==> src/rtl/comparator_1bit.sv <==
// Single-bit magnitude comparator with registered one-hot eq/gt/lt result.
// Optional saturating per-outcome counters are built when COMPARATOR_1BIT_COUNTERS_EN is defined.
module comparator_1bit #(
    parameter int CNT_W = 16
) (
    input  logic             clk,
    input  logic             rst,
    input  logic             a,
    input  logic             b,
    input  logic             cnt_en,
    input  logic             cnt_clr,
    output logic             eq,
    output logic             gt,
    output logic             lt,
    output logic             out_valid,
    output logic [CNT_W-1:0] eq_cnt,
    output logic [CNT_W-1:0] gt_cnt,
    output logic [CNT_W-1:0] lt_cnt
);

    logic eq_c, gt_c, lt_c;
    logic eq_p1, gt_p1, lt_p1, vld_p1;

    assign eq_c = ~(a ^ b);
    assign gt_c = a & ~b;
    assign lt_c = ~a & b;

    // Stage p1: registered compare result
    always_ff @(posedge clk) begin
        if (rst) begin
            eq_p1  <= 1'b0;
            gt_p1  <= 1'b0;
            lt_p1  <= 1'b0;
            vld_p1 <= 1'b0;
        end else begin
            eq_p1  <= eq_c;
            gt_p1  <= gt_c;
            lt_p1  <= lt_c;
            vld_p1 <= 1'b1;
        end
    end

    assign eq        = eq_p1;
    assign gt        = gt_p1;
    assign lt        = lt_p1;
    assign out_valid = vld_p1;

`ifdef COMPARATOR_1BIT_COUNTERS_EN
    logic [CNT_W-1:0] eq_cnt_p1, gt_cnt_p1, lt_cnt_p1;

    function automatic logic [CNT_W-1:0] sat_inc(input logic [CNT_W-1:0] v);
        return (&v) ? v : v + CNT_W'(1);
    endfunction

    // Stage p1: counters count the combinational outcome of the sampled operands
    always_ff @(posedge clk) begin
        if (rst || cnt_clr) begin
            eq_cnt_p1 <= '0;
            gt_cnt_p1 <= '0;
            lt_cnt_p1 <= '0;
        end else if (cnt_en) begin
            if (eq_c) eq_cnt_p1 <= sat_inc(eq_cnt_p1);
            if (gt_c) gt_cnt_p1 <= sat_inc(gt_cnt_p1);
            if (lt_c) lt_cnt_p1 <= sat_inc(lt_cnt_p1);
        end
    end

    assign eq_cnt = eq_cnt_p1;
    assign gt_cnt = gt_cnt_p1;
    assign lt_cnt = lt_cnt_p1;
`else
    logic unused_cnt_ctrl;
    assign unused_cnt_ctrl = cnt_en ^ cnt_clr;

    assign eq_cnt = '0;
    assign gt_cnt = '0;
    assign lt_cnt = '0;
`endif

endmodule

==> config.mk <==
export PLATFORM = sky130hd
export DESIGN_NAME = comparator_1bit
export DESIGN_NICKNAME = d
export VERILOG_FILES = /design/src/rtl/comparator_1bit.sv
export SDC_FILE = /design/constraint.sdc
export NUM_CORES = 1
export LEC_CHECK = 0
export CAP_MARGIN = 20
export CORE_AREA = 2 2 49 51
export DETAILED_ROUTE_END_ITERATION = 12
export DIE_AREA = 0 0 51 53
export HOLD_SLACK_MARGIN = 0.1
export PLACE_DENSITY = 0.77
export SYNTH_ARGS = -nofsm -noshare
export SYNTH_HDL_FRONTEND = slang
export SYNTH_SLANG_ARGS = --single-unit
==> constraint.sdc <==
create_clock -name clk -period 0.8 [get_ports clk]
set_clock_uncertainty 0.2 [all_clocks]
set_input_delay 0.12 -clock clk [delete_from_list [all_inputs] [get_ports clk]]
set_output_delay 0.12 -clock clk [all_outputs]
set_load 0.01 [all_outputs]
==> key figures <==
Outcome
  – Status: complete, but fails checks
  – Failing checks: negative hold slack, negative setup slack

GRT
  – GRT Util Overall: 0.0251
  – First-pass GRT wire length: 427 um
  – Vias in the first global route: 126
  – Antenna violations before repair: 0
  – GRT overflow: 0
  – Pin count of the biggest net entering global routing: 5

Route
  – Vias per cell: 2.36
  – WL/cell: 4.51 um
  – Total wire length: 442 um
  – DRC: 0
  – Final ANT Viol Nets: 0
  – DR vias: 231
  – TritonRoute pass-1 iters: 2
  – Initial DRC count: 1

Power and ir drop
  – Total power: 0.000603 W
  – Leakage: 0.281 nW
  – Max VDD drop: 0.382 mV
  – PD cells: 1400 nW/um2

Yosys
  – Cell variety after synth: 6
  – Cell area after synthesis: 499 um2
  – Seq cells post-synth: 4
  – Synth area leaders: buf_4, dfxtp_1, ha_1, nor2b_1, inv_1
  – Fraction of the yosys area taken by sequential cells: 0.160
  – Synth top area share: 0.722
  – Yosys warnings: 0
  – EDFF count, synth: 0
  – Count leader, synth: buf_4
  – Cells after Synth: 61
  – Ys flop type: dfxtp_1
  – Synth async-reset ratio: 0
  – Leading area contributor after synthesis: buf_4
  – Top cells by count, synth: buf_4, dfxtp_1, inv_1, nor2b_1, ha_1
  – Syn Area/Cell: 8.18 um2

Floorplan
  – Initial Util: 0.232
  – Die Area: 2700 um2
  – Die X: 51 um
  – Row Count: 17
  – Core area: 2150 um2
  – IO Count: 58
  – Die Ht: 53 um

Layout
  – Fillers: 256
  – Layout cell share with drive strength beyond 1: 0.171
  – Final Core Density: 0.200
  – Area Growth Syn to Fin: -13.8%
  – Antenna cells: 0
  – Nets: 80
  – Fin area: 430 um2

Worst setup path
  – CP endpoint: out_valid
  – Critical path launch point: out_valid
  – Critical Path Stages: 1
  – CP peak stage delay: 0.29 ns
  – Crit Path Max Fanout: 1
  – WP data required: 0.48 ns
  – CP arrival: 0.64 ns
  – Critical Path Source Type: flip-flop
  – Critical path's slowest cell: dfxtp_1
  – Crit. End Element: output pin
  – WS Path Type: reg -> out
  – WP buf/inv: 1
  – Crit path cell chain: buf_2
  – CP delay by family, top: flip-flops

Placement
  – DP Worst Slack: -0.507 ns
  – IO Port Bufs: 7
  – DP Wirelength: 401 um
  – Gp weighted congestion: 0.545
  – Area after DPL: 433 um2

Timing
  – Unrepaired setup endpoints after global routing: yes
  – Final hold slack: -0.0525 ns
  – Final setup vio count: 4
  – Final hold viol count: 4
  – Final WS setup: -0.161 ns
  – Slew Viols, Final: 0
  – FMAX: 1040 MHz
  – Post-layout min period: 0.961 ns
  – Period utilization: 1.20

CTS
  – TritonCTS clock tree: done
  – Post-CTS setup buffer count: 0
  – CTS max path bufs: 2
  – CTS sink cnt: 4
  – CTS Root Cell: clkbuf_4
  – Hold buffers post-CTS: 0
  – Cts bufs inserted: 3
  – CTS clk-pin slew, worst paths: 0.03 ns
  – # H-tree levels: 1

Worst hold path
  – Min-Delay Path Class: in -> reg

Job
  – Max Cap Viol: 0
-- timing repair --
| action | CTS | global route |
|---|---|---|
| cloned | 0 | 0 |
| endpoints found under the setup margin | 7 | 6 |
| resized for setup | 20 | 4 |
| hold endpoints to repair | 0 | 4 |
-- per-stage QoR --
stage	TNS, ns	std cells
final	-0.640	98
after global placement	-2.96	95
after global routing	-0.738	98
after detailed placement	-2.98	95
after floorplan	0	108
after CTS	-0.705	98
-- final cells by class --
class | count | area (um2) | share of cell area
clock buffers | 3 | 22.5 | 0.0523
repair buffers | 7 | 42.5 | 0.0988
multi-input cells | 53 | 239 | 0.555
well taps | 28 | 35.0 | 0.0814
inverters | 3 | 11.3 | 0.0262
flip-flops and latches | 4 | 80.1 | 0.186
-- per-layer routing --
| layer | share of wire | wire length, um | up-vias | track usage |
|---|---|---|---|---|
| met2 | 0.54 | 238 | 29 | 0.0390 |
| met5 | 0 | 0 | - | 0 |
| met4 | 0 | 0 | 0 | 0.0541 |
| met3 | 0.30 | 131 | 0 | 0.0141 |
| met1 | 0.16 | 72 | 100 | 0.0118 |
| li1 | - | - | 102 | - |
-- state kept, by name, indices dropped and copies added (netlist names) --
| name | flops |
|---|---|
| eq | 1 |
| gt | 1 |
| lt | 1 |
| out_valid | 1 |
-- worst min path at each step --
stage / start / to / depth (start not counted)
3_5_place_dp: rst / out_valid / 2
6_report: rst / out_valid / 2
4_1_cts: a / gt / 3
2_1_floorplan: rst / out_valid / 1
3_3_place_gp: rst / out_valid / 2
5_1_grt: rst / out_valid / 2
-- power by group --
group          switching (W)  total (W)  leakage (nW)  internal (W)
Combinational       0.000125   0.000150         0.234     0.0000248
Clock              0.0000726   0.000240        0.0138      0.000167
Sequential        0.00000199   0.000213        0.0332      0.000211
-- placed cells by master (no fill, tap or decap), drive strengths merged --
cell type,synthesis,final
dfxtp,4,4
conb,1,48
dlymetal6s2s,0,1
inv,3,3
buf,48,4
nor2b,3,3
clkbuf,0,5
ha,2,2
-- logic make-up (layout without fill, tap and decap cells) --
group / Yosys count / count (layout) / synth area share
other cells: 1 / 48 / 0.00751
buf+inv: 51 / 13 / 0.744
flops: 4 / 4 / 0.160
simple gates: 3 / 3 / 0.0376
fa+ha+maj: 2 / 2 / 0.0501
(Power assumes the default switching activity.)
